$ cat src/rtl/axi_arb_pkg.sv
// -----------------------------------------------------------------------------
// axi_arb_pkg
// Shared definitions for the AXI-lite round-robin arbiter family.
//   arb_state_e  : transaction FSM states of axi_arbiter_rr
//   ARB_MAX_MST  : largest supported master count
// -----------------------------------------------------------------------------
package axi_arb_pkg;

    localparam int ARB_MAX_MST = 8;

    typedef enum logic [2:0] {
        IDLE    = 3'd0,
        RD_ADDR = 3'd1,
        RD_DATA = 3'd2,
        WR_ADDR = 3'd3,
        WR_DATA = 3'd4,
        WR_RESP = 3'd5
    } arb_state_e;

endpackage

$ cat src/rtl/rr_pick.sv
// -----------------------------------------------------------------------------
// rr_pick
// Combinational round-robin selector. Picks the first asserted request at or
// after ptr, scanning upward and wrapping at N-1.
// Ports:
//   req     in  N     request vector
//   ptr     in  ID_W  index with highest priority this cycle
//   gnt_oh  out N     one-hot grant (all zero when no request)
//   gnt_id  out ID_W  encoded grant (0 when no request)
//   any_req out 1     at least one request is asserted
// -----------------------------------------------------------------------------
module rr_pick #(
    parameter int N    = 2,
    parameter int ID_W = (N > 1) ? $clog2(N) : 1
) (
    input  logic [N-1:0]    req,
    input  logic [ID_W-1:0] ptr,
    output logic [N-1:0]    gnt_oh,
    output logic [ID_W-1:0] gnt_id,
    output logic            any_req
);

    always_comb begin
        int idx;
        gnt_oh  = '0;
        gnt_id  = '0;
        any_req = 1'b0;
        idx     = 0;
        for (int i = 0; i < N; i++) begin
            idx = (int'(ptr) + i) % N;
            // First hit in scan order wins; later hits are ignored.
            if (!any_req && req[ID_W'(idx)]) begin
                any_req             = 1'b1;
                gnt_oh[ID_W'(idx)]  = 1'b1;
                gnt_id              = ID_W'(idx);
            end
        end
    end

endmodule

$ cat src/rtl/axi_arbiter_rr.sv
// -----------------------------------------------------------------------------
// axi_arbiter_rr
// N-master AXI-lite arbiter in front of a single AXI-lite slave. Masters are
// granted round-robin and keep the grant until their whole read (AR,R) or
// write (AW,W,B) transaction is done. One IDLE cycle separates transactions.
//
// Optional feature (compile-time macro ARB_HIPRIO_EN): master N_MST-1 wins
// arbitration in IDLE whenever it requests; rr_ptr still advances after it.
//
// Ports:
//   clk, rst_n                  clock, synchronous active-low reset
//   s_AW_/s_AR_/s_W_*           per-master request channels ([N_MST-1:0] packed)
//   s_B_*, s_R_*                per-master response channels; s_R_DATA broadcast
//   m_*                         single slave-side AXI-lite port
//   grant_id                    granted master, meaningful while busy=1
//   busy                        a transaction is in flight
//   dbg_state, dbg_rr_ptr       FSM state and round-robin pointer for observation
//
// Handshake semantics: every channel transfers on a cycle where VALID and
// READY are both 1 at the rising edge of clk. VALID never depends on READY;
// the arbiter only forwards, so a forwarded VALID/READY is the granted
// master's or the slave's signal gated by the FSM state owning that channel.
// Outside the owning state all VALID/READY outputs of that channel are 0.
// -----------------------------------------------------------------------------
module axi_arbiter_rr
    import axi_arb_pkg::*;
#(
    parameter int N_MST  = 2,
    parameter int ADDR_W = 64,
    parameter int DATA_W = 64,
    localparam int ID_W   = (N_MST > 1) ? $clog2(N_MST) : 1,
    localparam int STRB_W = DATA_W / 8
) (
    input  logic                          clk,
    input  logic                          rst_n,
    // master side
    input  logic [N_MST-1:0][ADDR_W-1:0]  s_AW_ADDR,
    input  logic [N_MST-1:0]              s_AW_VALID,
    output logic [N_MST-1:0]              s_AW_READY,
    input  logic [N_MST-1:0][DATA_W-1:0]  s_W_DATA,
    input  logic [N_MST-1:0][STRB_W-1:0]  s_W_STRB,
    input  logic [N_MST-1:0]              s_W_VALID,
    output logic [N_MST-1:0]              s_W_READY,
    output logic [N_MST-1:0]              s_B_VALID,
    input  logic [N_MST-1:0]              s_B_READY,
    input  logic [N_MST-1:0][ADDR_W-1:0]  s_AR_ADDR,
    input  logic [N_MST-1:0]              s_AR_VALID,
    output logic [N_MST-1:0]              s_AR_READY,
    output logic [DATA_W-1:0]             s_R_DATA,
    output logic [N_MST-1:0]              s_R_VALID,
    input  logic [N_MST-1:0]              s_R_READY,
    // slave side
    output logic [ADDR_W-1:0]             m_AW_ADDR,
    output logic                          m_AW_VALID,
    input  logic                          m_AW_READY,
    output logic [DATA_W-1:0]             m_W_DATA,
    output logic [STRB_W-1:0]             m_W_STRB,
    output logic                          m_W_VALID,
    input  logic                          m_W_READY,
    input  logic                          m_B_VALID,
    output logic                          m_B_READY,
    output logic [ADDR_W-1:0]             m_AR_ADDR,
    output logic                          m_AR_VALID,
    input  logic                          m_AR_READY,
    input  logic [DATA_W-1:0]             m_R_DATA,
    input  logic                          m_R_VALID,
    output logic                          m_R_READY,
    // status / observation
    output logic [ID_W-1:0]               grant_id,
    output logic                          busy,
    output arb_state_e                    dbg_state,
    output logic [ID_W-1:0]               dbg_rr_ptr
);

    if (N_MST < 1 || N_MST > ARB_MAX_MST) begin : g_bad_n_mst
        $error("axi_arbiter_rr: N_MST out of range");
    end

    arb_state_e       state;
    logic [ID_W-1:0]  rr_ptr;
    logic [N_MST-1:0] req_vec;
    logic [N_MST-1:0] pick_oh;
    logic [ID_W-1:0]  pick_id;
    logic             pick_any;
    logic [ID_W-1:0]  win_id;
    logic             win_aw;
    logic [ID_W-1:0]  next_ptr;
    logic             ar_hs, r_hs, aw_hs, w_hs, b_hs;

    assign req_vec = s_AR_VALID | s_AW_VALID;

    rr_pick #(.N(N_MST), .ID_W(ID_W)) u_rr_pick (
        .req     (req_vec),
        .ptr     (rr_ptr),
        .gnt_oh  (pick_oh),
        .gnt_id  (pick_id),
        .any_req (pick_any)
    );

`ifdef ARB_HIPRIO_EN
    // The last master (EXU data port) overrides the rotation when requesting.
    assign win_id = req_vec[N_MST-1] ? ID_W'(N_MST - 1) : pick_id;
    assign win_aw = req_vec[N_MST-1] ? s_AW_VALID[N_MST-1] : |(pick_oh & s_AW_VALID);
`else
    assign win_id = pick_id;
    assign win_aw = |(pick_oh & s_AW_VALID);
`endif

    assign next_ptr = (grant_id == ID_W'(N_MST - 1)) ? '0 : grant_id + ID_W'(1);

    assign ar_hs = m_AR_VALID & m_AR_READY;
    assign r_hs  = m_R_VALID  & m_R_READY;
    assign aw_hs = m_AW_VALID & m_AW_READY;
    assign w_hs  = m_W_VALID  & m_W_READY;
    assign b_hs  = m_B_VALID  & m_B_READY;

    // Transaction FSM; a pending write wins over a pending read of the same
    // master so a store is never overtaken by a later load.
    always_ff @(posedge clk) begin
        if (!rst_n) begin
            state    <= IDLE;
            grant_id <= '0;
            rr_ptr   <= '0;
            busy     <= 1'b0;
        end else begin
            case (state)
                IDLE: begin
                    if (pick_any) begin
                        grant_id <= win_id;
                        busy     <= 1'b1;
                        state    <= win_aw ? WR_ADDR : RD_ADDR;
                    end
                end
                RD_ADDR: if (ar_hs) state <= RD_DATA;
                RD_DATA: begin
                    if (r_hs) begin
                        state  <= IDLE;
                        busy   <= 1'b0;
                        rr_ptr <= next_ptr;
                    end
                end
                WR_ADDR: if (aw_hs) state <= WR_DATA;
                WR_DATA: if (w_hs)  state <= WR_RESP;
                WR_RESP: begin
                    if (b_hs) begin
                        state  <= IDLE;
                        busy   <= 1'b0;
                        rr_ptr <= next_ptr;
                    end
                end
                default: begin
                    state <= IDLE;
                    busy  <= 1'b0;
                end
            endcase
        end
    end

    // Payloads are muxed on the registered grant unconditionally; only the
    // VALID/READY qualifiers are gated by the state.
    assign m_AR_ADDR = s_AR_ADDR[grant_id];
    assign m_AW_ADDR = s_AW_ADDR[grant_id];
    assign m_W_DATA  = s_W_DATA[grant_id];
    assign m_W_STRB  = s_W_STRB[grant_id];
    assign s_R_DATA  = m_R_DATA;

    always_comb begin
        m_AR_VALID = 1'b0;
        m_AW_VALID = 1'b0;
        m_W_VALID  = 1'b0;
        m_R_READY  = 1'b0;
        m_B_READY  = 1'b0;
        s_AR_READY = '0;
        s_AW_READY = '0;
        s_W_READY  = '0;
        s_R_VALID  = '0;
        s_B_VALID  = '0;
        case (state)
            RD_ADDR: begin
                m_AR_VALID           = s_AR_VALID[grant_id];
                s_AR_READY[grant_id] = m_AR_READY;
            end
            RD_DATA: begin
                m_R_READY            = s_R_READY[grant_id];
                s_R_VALID[grant_id]  = m_R_VALID;
            end
            WR_ADDR: begin
                m_AW_VALID           = s_AW_VALID[grant_id];
                s_AW_READY[grant_id] = m_AW_READY;
            end
            WR_DATA: begin
                m_W_VALID            = s_W_VALID[grant_id];
                s_W_READY[grant_id]  = m_W_READY;
            end
            WR_RESP: begin
                m_B_READY            = s_B_READY[grant_id];
                s_B_VALID[grant_id]  = m_B_VALID;
            end
            default: ;
        endcase
    end

    assign dbg_state  = state;
    assign dbg_rr_ptr = rr_ptr;

endmodule

$ cat config.mk
export PLATFORM = sky130hd
export DESIGN_NAME = axi_arbiter_rr
export DESIGN_NICKNAME = d
export VERILOG_FILES = /design/src/rtl/axi_arb_pkg.sv /design/src/rtl/rr_pick.sv /design/src/rtl/axi_arbiter_rr.sv
export SDC_FILE = /design/constraint.sdc
export NUM_CORES = 1
export LEC_CHECK = 0
export BUFFER_PORTS_ARGS = -buffer_cell sky130_fd_sc_hd__buf_2
export CORE_AREA = 2 2 302 304
export CTS_BUF_LIST = sky130_fd_sc_hd__clkbuf_4 sky130_fd_sc_hd__clkbuf_8 sky130_fd_sc_hd__clkbuf_16
export CTS_CLUSTER_DIAMETER = 60
export DETAILED_ROUTE_END_ITERATION = 7
export DIE_AREA = 0 0 304 306
export GPL_TIMING_DRIVEN = 1
export REMOVE_ABC_BUFFERS = 1
export SLEW_MARGIN = 25
export SYNTH_ARGS = -nofsm -noshare
export SYNTH_HDL_FRONTEND = slang
export SYNTH_SLANG_ARGS = --single-unit
$ cat constraint.sdc
create_clock -name clk -period 1.7 [get_ports clk]
set_clock_uncertainty 0.1 [all_clocks]
set_input_delay 0.085 -clock clk [delete_from_list [all_inputs] [get_ports clk]]
set_output_delay 0.085 -clock clk [all_outputs]
set_load 0.03 [all_outputs]
==> run metrics <==
DR vias/cell=2.688; CP endpoint=m_AR_ADDR[17]; failing checks=setup timing; Ports=766; TritonCTS buffer count=3; RSZ-0062 raised after global routing=true; Slew headroom=74.04%; grt ovf=0; Antenna Violating Nets Remaining=0; H-tree levels=1; Startpoint Class=register; Post-synth EDFFs=0; Synth cell types=34; YS warnings=0; worst r2r src=grant_id; cts hold-fix bufs=0; Seq/Total Area, Yosys=3.509%; clock latency on the worst-skew pair=230 ps; P&R area growth vs syn=172.6%; post-layout util=10.41%; antenna violations before repair=42; CTS clk-pin slew, worst paths=30 ps; Main synth FF type=dfxtp_1; DRC=0; Hold WS=70.24 ps; CP Capture Type=primary output; area of the die=93020 sq um; post-DP HPWL=51230 um; total core area=89600 sq um; crit path max fanout=8; routed len/inst=26.70 um; vias in the first global route=5808; Power, Total=4.529 mW; global-route wire length before repair=67270 um; R2R cell count=6; cell area after synthesis=3423 sq um; Worst Setup SP=grant_id; TritonRoute pass-1 iters=4; fin crit period=1793 ps; reg-to-reg setup timing slack=-40 ps; Hold Crit Class=input pin to primary output; pin count of the biggest net entering global routing=30; fin. max-slew vios=0; root buffer cell=clkbuf_16; Port Buffers=637; Final Hold Viols=0; initial drt markers=250; FFs w/ async S/R, synth=0%; most used routing layer=met2; clock buffer depth=2; worst vdd ir=0.0002903 V; Mapped Cells=364; Power Density=485.4 nW/um^2; Final setup viols=119; worst slack, placed=-32.42 ps; HP Start=m_R_DATA[33]; Initial Util=3.821%; Least-Margin Pin Slew=386.4 ps; status=complete, but fails checks; max_cap viols=0; TritonCTS clock tree=done; RD Place Congestion=0.9137; fin crit share=105.5%; Max Fclk=557.8 MHz; crit path setup slack, layout=-92.66 ps; WS Path Type=register to primary output; synthesis-stage register bit count=6; Critical R2R Capture=dbg_state[1]; Via Count=5771; M3 GR Usage=10.88%; met2 usage=17.39%; Leakage=4.274 nW; Avg Synthesized Cell Area=9.405 sq um; Detailed Route WL=57320 um; share of layout cells above drive strength 1=94.68%; row cnt=110; die height=306 um; fin nets=1441; setup TNS=-4732 ps; Worst Path Arrival=1610 ps; Total Routing Usage GR=11.45%; CTS sink count=6; Req. time, crit path=1510 ps; Die Width=304 um; met1 GRT Util=11.68%
## metrics by stage
step	cell area, sq um	cells
final	9330	2147
after global routing	9315	2141
after CTS	9011	2134
after detailed placement	7760	2113
after global placement	7760	2113
after floorplan	2804	273
## area by class of cell
| class | count | area [sq um] |
|---|---|---|
| inverter | 3 | 11.26 |
| tap | 1176 | 1471 |
| fill | 10410 | 80270 |
| clock buffer | 4 | 82.58 |
| multi-input combinational | 264 | 2982 |
| timing repair buffer | 682 | 4627 |
| sequential | 6 | 126.4 |
| antenna | 12 | 30.03 |
## power by group
part           internal, mW  switching, mW  leakage, nW
clock                 0.327         0.0806       0.0416
sequential            0.180         0.0656       0.0508
combinational          1.68           2.20         4.18
total                  2.19           2.34         4.27
## worst min path at each step
stage	slack, ps	end	cells after the start
final	70	s_R_DATA[33]	0
after global routing	70	s_R_DATA[33]	0
after CTS	70	s_R_DATA[6]	0
after detailed placement	70	s_R_DATA[6]	0
after global placement	70	s_R_DATA[6]	0
after floorplan	70	s_R_DATA[0]	0
## registers in the layout, indices dropped and copies added (netlist names)
register and flops:
busy 1, dbg_state 3, grant_id 1, dbg_rr_ptr 1
## routing by layer
layer | up-vias | routed length, um | share of wire [%]
met5 | - | 49 | 0.085
met2 | 627 | 23540 | 41
met1 | 2579 | 20110 | 35
met3 | 90 | 12220 | 21
met4 | 8 | 1406 | 2.5
li1 | 2467 | - | -
## cells by family (layout without fill, tap and decap cells)
logic type,count (synthesis),count (layout),synth area share [%]
mux,208,208,68.31
flops,6,6,3.509
simple gates,43,43,6.616
buf+inv,94,689,18.42
other cells,0,12,0
compound gates,13,13,3.143
## cell usage after synthesis (2+ instances only)
master / instances / area share [%]
mux2_2: 201 / 66
o21ai_0: 2 / 0.29
nor3_1: 7 / 1.0
o21a_1: 3 / 0.66
mux2i_1: 6 / 1.8
buf_4: 64 / 14
nor2_1: 11 / 1.2
buf_2: 24 / 3.5
nand3_1: 5 / 0.73
and3_1: 2 / 0.37
nand2_1: 6 / 0.66
inv_1: 3 / 0.33
dfxtp_1: 6 / 3.5
a21oi_1: 2 / 0.29
nor2b_1: 3 / 0.55
## repair_timing
action	in CTS	in global routing
setup buffers	10	2
setup endpoints to repair	196	207
pin swaps	0	2
gates cloned	8	2
gates resized for setup	270	86
## critical path, cell delays in order (launching register included)
cell       delay (ps)
dfxtp_4           380
buf_12            180
buf_12            160
clkbuf_16         170
mux2_4            310
buf_6             140
## cells in the final DEF, fill, tap and decap left out, drive strengths merged, types with 2 or more instances in the layout
cell type	synthesis	final
buf	90	680
mux2	202	202
diode	0	12
nor2	11	11
nor3	7	7
nand2	6	6
clkbuf	1	6
mux2i	6	6
dfxtp	6	6
nand3	5	5
inv	3	3
o21a	3	3
and3	3	3
nor2b	3	3
o21ai	3	3
nor3b	2	2
a21oi	2	2
No activity file was read; power rests on OpenSTA's default activity.
